$ cat src/rtl/fetch_unit.sv
// Instruction fetch unit: requests one instruction word per decode PC,
// waits for the memory response, and strobes o_EN once the word matches
// the PC decode is currently holding. Faults (misaligned PC, bus error,
// response timeout) park the unit until decode moves to a different PC.
module fetch_unit #(
    parameter int unsigned TIMEOUT = 255
) (
    input  logic        i_CLK,
    input  logic        i_RSTn,
    input  logic [31:0] i_PC,
    input  logic        i_STALL,
    output logic [31:0] o_INSTRUCTION,
    output logic        o_EN,
    output logic        o_IMEM_REQ,
    output logic [31:0] o_IMEM_ADDR,
    input  logic        i_IMEM_GNT,
    input  logic        i_IMEM_RVALID,
    input  logic [31:0] i_IMEM_RDATA,
    input  logic        i_IMEM_ERR,
    output logic        o_FETCH_FAULT,
    output logic [31:0] o_FAULT_ADDR,
    output logic [1:0]  o_FAULT_CAUSE
);

    localparam int unsigned CNT_W = (TIMEOUT > 0) ? $clog2(TIMEOUT + 1) : 1;

    typedef enum logic [2:0] {
        S_IDLE,
        S_REQ,
        S_WAIT,
        S_ISSUE,
        S_SETTLE,
        S_FAULT
    } state_t;

    typedef enum logic [1:0] {
        CAUSE_NONE     = 2'b00,
        CAUSE_MISALIGN = 2'b01,
        CAUSE_BUS      = 2'b10,
        CAUSE_TIMEOUT  = 2'b11
    } cause_t;

    state_t             r_state;
    state_t             w_next;
    logic [31:0]        r_addr;
    logic [31:0]        r_instr;
    logic [CNT_W-1:0]   r_cnt;
    logic [31:0]        r_fault_addr;
    cause_t             r_fault_cause;

    logic               w_pc_match;
    logic               w_pc_misaligned;
    logic               w_timeout;
    logic               w_load_pc;
    logic               w_capture;
    logic               w_fault_set;
    cause_t             w_fault_cause;
    logic [31:0]        w_fault_pc;

    assign w_pc_match      = (i_PC == r_addr);
    assign w_pc_misaligned = (i_PC[1:0] != 2'b00);
    assign w_timeout       = (r_cnt == CNT_W'(TIMEOUT));

    // State register
    always_ff @(posedge i_CLK) begin
        if (!i_RSTn) begin
            r_state <= S_IDLE;
        end else begin
            r_state <= w_next;
        end
    end

    // Next-state logic; every path into REQ funnels through w_load_pc so the
    // misalignment check is applied uniformly and diverts straight to FAULT
    always_comb begin
        w_next        = r_state;
        w_load_pc     = 1'b0;
        w_capture     = 1'b0;
        w_fault_set   = 1'b0;
        w_fault_cause = CAUSE_NONE;
        w_fault_pc    = r_addr;
        case (r_state)
            S_IDLE: begin
                w_load_pc = 1'b1;
            end
            S_REQ: begin
                if (i_IMEM_GNT) begin
                    w_next = S_WAIT;
                end
            end
            S_WAIT: begin
                if (i_IMEM_RVALID) begin
                    if (!w_pc_match) begin
                        w_load_pc = 1'b1;
                    end else if (i_IMEM_ERR) begin
                        w_next        = S_FAULT;
                        w_fault_set   = 1'b1;
                        w_fault_cause = CAUSE_BUS;
                    end else begin
                        w_next    = S_ISSUE;
                        w_capture = 1'b1;
                    end
                end else if (w_timeout) begin
                    w_next        = S_FAULT;
                    w_fault_set   = 1'b1;
                    w_fault_cause = CAUSE_TIMEOUT;
                end
            end
            S_ISSUE: begin
                if (!w_pc_match) begin
                    w_load_pc = 1'b1;
                end else if (!i_STALL) begin
                    w_next = S_SETTLE;
                end
            end
            S_SETTLE: begin
                w_load_pc = 1'b1;
            end
            S_FAULT: begin
                if (i_PC != r_fault_addr) begin
                    w_load_pc = 1'b1;
                end
            end
            default: begin
                w_next = S_IDLE;
            end
        endcase

        if (w_load_pc) begin
            if (w_pc_misaligned) begin
                w_next        = S_FAULT;
                w_fault_set   = 1'b1;
                w_fault_cause = CAUSE_MISALIGN;
                w_fault_pc    = i_PC;
            end else begin
                w_next = S_REQ;
            end
        end
    end

    // Outputs decoded from the current state
    always_comb begin
        o_IMEM_REQ    = 1'b0;
        o_EN          = 1'b0;
        o_FETCH_FAULT = 1'b0;
        case (r_state)
            S_REQ:   o_IMEM_REQ    = 1'b1;
            S_ISSUE: o_EN          = w_pc_match && !i_STALL;
            S_FAULT: o_FETCH_FAULT = 1'b1;
            default: ;
        endcase
    end

    // Address, instruction, timeout counter and fault record
    always_ff @(posedge i_CLK) begin
        if (!i_RSTn) begin
            r_addr        <= '0;
            r_instr       <= 32'h0000_0013;
            r_cnt         <= '0;
            r_fault_addr  <= '0;
            r_fault_cause <= CAUSE_NONE;
        end else begin
            if (w_load_pc) begin
                r_addr <= i_PC;
            end
            if (w_capture) begin
                r_instr <= i_IMEM_RDATA;
            end
            if (r_state == S_REQ && i_IMEM_GNT) begin
                r_cnt <= '0;
            end else if (r_state == S_WAIT && !i_IMEM_RVALID && !w_timeout) begin
                r_cnt <= r_cnt + CNT_W'(1);
            end
            if (w_fault_set) begin
                r_fault_addr  <= w_fault_pc;
                r_fault_cause <= w_fault_cause;
            end else if (r_state == S_FAULT && w_next != S_FAULT) begin
                r_fault_cause <= CAUSE_NONE;
            end
        end
    end

    assign o_INSTRUCTION = r_instr;
    assign o_IMEM_ADDR   = {r_addr[31:2], 2'b00};
    assign o_FAULT_ADDR  = r_fault_addr;
    assign o_FAULT_CAUSE = r_fault_cause;

endmodule

$ cat config.mk
export PLATFORM = sky130hd
export DESIGN_NAME = fetch_unit
export DESIGN_NICKNAME = d
export VERILOG_FILES = /design/src/rtl/fetch_unit.sv
export SDC_FILE = /design/constraint.sdc
export NUM_CORES = 1
export LEC_CHECK = 0
export CAP_MARGIN = 0
export CORE_UTILIZATION = 45
export CTS_BUF_LIST = sky130_fd_sc_hd__clkbuf_16
export DETAILED_ROUTE_END_ITERATION = 10
export PLACE_DENSITY = 0.83
export SYNTH_ARGS = -nofsm -noshare
export SYNTH_HDL_FRONTEND = slang
export SYNTH_SLANG_ARGS = --single-unit
$ cat constraint.sdc
create_clock -name i_CLK -period 3.7 [get_ports i_CLK]
set_clock_uncertainty 0.2 [all_clocks]
set_input_delay 0.555 -clock i_CLK [delete_from_list [all_inputs] [get_ports i_CLK]]
set_output_delay 0.555 -clock i_CLK [all_outputs]
set_load 0.05 [all_outputs]
==> results.txt <==
----------------------------------------------------
[Die]
  Number of top-level pins ... roughly 170
  Number of placement rows ... 39
  Total die area ... between 10,000 and 15,000 um^2
  Die height ... approximately 110 um
  Initial Utilization ... 0.471
  Die Width ... 112 um
  Core footprint ... 11,600 um^2

[Setup path]
  Register-to-register path setup slack ... 0.87 ns
  Crit path launch type ... input port
  Master of the slowest instance on the critical path ... clkdlybuf4s50_1
  Critical path capture point type ... primary output
  R2R Path Start ... o_FAULT_ADDR[6]$_SDFFE_PN0P_
  FF-to-FF path depth ... 9
  Peak fanout along the critical path ... 4
  Arr. time, crit path ... 2.71 ns
  Critical path class ... input port to primary output
  Required time of the critical path ... about 2.9 ns
  Sequence of cells on the critical path ... clkdlybuf4s50_1 > xor2_1 > nor4_1 > nand4_1 > or2_1 > nor3_1 > buf_4 > buf_12
  Stage delay of the slowest cell on the critical path ... a little over 0.5 ns
  Worst reg2reg path endpoint ... o_FAULT_ADDR[1]$_SDFFE_PN0P_

[Global route]
  Residual overflow from global routing ... 0
  Pin count of the biggest net entering global routing ... 68
  Total global routing track utilization ... 0.236
  Number of antenna violations at the first check in global routing ... 0
  Vias in the first global route ... 4,425
  Wire length of the first global-routing pass ... 23.1 mm

[Yosys]
  Cell variety after synth ... 44
  Seq cells post-synth ... about 110
  Ys Warns ... 0
  Largest family of logic cells by synthesized area ... multiplexers
  Cell area after technology mapping ... roughly 5500 um^2
  Post-synthesis async set-or-reset flop share ... 0
  Simple logic cell fraction of the synthesized area ... 0.138
  Dominant synthesized flop cell ... dfxtp_1
  Number of synthesized flops with an enable pin ... 0
  Number of cells produced by synthesis ... ~570
  Multiplexer area fraction after synthesis ... 0.178
  Compound-cell area share of the yosys netlist ... 0.0940
  Mean post-synth cell area ... between 9 and 10 um^2
  Adder-Cell Fraction of Synth Area ... 0.00229
  Proportion of synthesized chip area in sequential cells ... 0.399
  Synthesized-area fraction occupied by xor and xnor cells ... 0.114

[Clock network]
  Clk_lat worst skew ... roughly 0.35 ns
  H-tree Lvls ... 3
  PostCTS Resize Cnt ... 0
  Number of CTS-inserted buffers ... 9
  Clock tree from TritonCTS ... done
  Cell at the root of the clock tree ... clkbuf_16
  CTS sink cnt ... ~110
  Post-CTS setup buffers ... 0
  CTS clk-pin slew, worst paths ... approximately 0.07 ns
  Count of hold buffers inserted by post-cts repair ... 0
  Maximum clock path buffer count ... 2

[Pwr]
  Power Density ... about 430 nW/um^2
  Pleak ... 2.74 nW
  Worst-case vdd ir drop ... around 0.31 mV

[Cells and area]
  Highest-count cells in the layout ignoring fill and taps ... clkdlybuf4s50_1 (167), nor2_1 (114), dfxtp_1 (109), mux2i_1 (96), xor2_1 (37)
  Layout net count ... between 700 and 800
  Layout Cell Area excl Fill ... approximately 7400 um^2
  Share of post-route cells with drive strength above 1 ... 0.0888
  Area Overhead vs Synth ... 35.1%
  Ant. Diodes ... 0
  Most frequent standard cell in the layout excluding fill and tap cells ... clkdlybuf4s50_1

[Timing]
  Slew Limit Headroom ... 0.623
  Transition time at the pin with the least slew margin ... about 0.56 ns
  Unrepaired setup endpoints after global routing ... false
  Final setup margin ... about 0.24 ns
  Final-report hold violation count ... 0
  Fmax achieved ... 289 MHz
  Post-layout min period ... 3.46 ns
  Total setup violations reported at the end of the flow ... 0
  Final Max Slew Viols ... 0
  Final setup TNS ... 0 ns
  Final worst path period share ... 0.935

[Route]
  Drt initial violations ... ~210
  Vias ... approximately 4.4k
  Antenna viol nets, final ... 0
  Number of optimization iterations in the first detailed-route pass ... 8
  Sum of routed wire length over all layers ... 14.7 mm
  Post-DR vias/cell ... between 5 and 6
  DR WL/cell ... about 17 um
  DRC violations left ... 3

[Run status]
  Outcome ... complete, but fails checks
  Violations in the final reports ... design-rule violations

[Run]
  Max-capacitance violation count ... 0

[Placement]
  RePlAce Congestion ... around 0.96
  Cell Area, Placed ... around 7100 um^2
  Number of buffers added on ports ... approximately 170
  Worst-case setup slack after placement ... around 0.14 ns
  HPWL after detailed placement ... roughly 11 mm

[Min path]
  Worst hold path class ... flip-flop to flip-flop
  Min-Delay Startpoint ... o_INSTRUCTION[0]$_SDFFE_PN1P_
  End point of the worst hold path ... o_INSTRUCTION[0]$_SDFFE_PN1P_
  Cell depth of the worst min-delay path ... 2

----------------------------------------------------
==> sequential cells by signal, summed over array words and instances, names as in the netlist <==
| register | count |
|---|---|
| o_FAULT_CAUSE | 2 |
| r_cnt | 8 |
| r_state | 3 |
| o_INSTRUCTION | 32 |
| o_FAULT_ADDR | 32 |
| r_addr | 32 |
==> layout make-up <==
cell class,count,area (um^2)
Sequential cell,109,2180
Multi-Input combinational cell,392,2900
Tap cell,143,179
Clock inverter,4,42.5
Inverter,2,8.76
Fill cell,963,4220
Clock buffer,9,225
Timing Repair Buffer,182,1860
==> cell families (layout without fill, tap and decap cells) <==
logic type      Yosys count  count (layout)
flops                   109             109
buf+inv                  65             197
fa+ha+maj                 1               1
simple gates            171             171
compound gates           50              50
mux                      97              97
xor+xnor                 71              71
other cells               1               2
==> how the worst max path moves through the flow <==
stage               slack (ns)                             to  startpoint
finish                    0.24                           o_EN    i_PC[18]
global route              0.12                           o_EN    i_PC[18]
CTS                       0.31                           o_EN    i_PC[18]
detailed placement        0.14   o_FAULT_ADDR[5]$_SDFFE_PN0P_     i_PC[1]
global placement          0.19   o_FAULT_ADDR[1]$_SDFFE_PN0P_     i_PC[1]
floorplan                 0.25  o_FAULT_CAUSE[1]$_SDFFE_PN0P_     i_PC[1]
==> power breakdown <==
part,switching (mW),leakage [nW],internal [mW],total [mW]
logic,0.533,1.71,0.358,0.890
clock network,0.429,0.132,0.509,0.938
registers,0.0847,0.896,1.25,1.33
total,1.05,2.74,2.11,3.16
==> per-stage QoR <==
stage | power (mW) | util | hold slack [ns] | std cells
finish | 3.16 | 0.637 | 0.280 | 841
global placement | 2.23 | 0.614 | 0.255 | 828
CTS | 3.17 | 0.637 | 0.283 | 841
floorplan | 1.95 | - | 0.279 | 566
global route | 3.27 | 0.637 | 0.302 | 841
detailed placement | 2.24 | 0.614 | 0.265 | 828
==> metal layers <==
metal / routed length [um] / vias to the layer above / GRT usage / share of wire
met3: 732 / 15 / 0.0394 / 0.050
met5: 0 / - / 0 / 0
met1: 6310 / 2113 / 0.298 / 0.43
met2: 7470 / 116 / 0.407 / 0.51
li1: - / 2156 / - / -
met4: 189 / 0 / 0.0853 / 0.013
==> cells in the mapped netlist (2+ instances only) <==
| cell | count | area, um^2 |
|---|---|---|
| buf_2 | 9 | 45.0 |
| nand3_1 | 3 | 15.0 |
| nor4_1 | 10 | 62.6 |
| nor2b_1 | 4 | 25.0 |
| a21oi_1 | 5 | 25.0 |
| dfxtp_1 | 109 | 2180 |
| o31ai_1 | 2 | 15.0 |
| nor3b_1 | 2 | 15.0 |
| and3_1 | 2 | 12.5 |
| xor2_1 | 37 | 324 |
| xnor2_1 | 34 | 298 |
| clkbuf_4 | 2 | 15.0 |
| a211oi_2 | 29 | 363 |
| nand2_1 | 12 | 45.0 |
| nand4_1 | 12 | 75.1 |
| buf_4 | 38 | 285 |
| clkbuf_1 | 13 | 48.8 |
| nor2_1 | 115 | 432 |
| nand2b_1 | 4 | 25.0 |
| and2_1 | 2 | 12.5 |
| mux2i_1 | 96 | 961 |
| nor3_1 | 3 | 15.0 |
==> worst max-delay path, delay by kind of cell <==
family,cells,cell delay [ns]
and+or+nand+nor,4,1.12
buffers and inverters,3,0.80
xor gates and xnor gates,1,0.22
No activity file was read; power rests on OpenSTA's default activity.
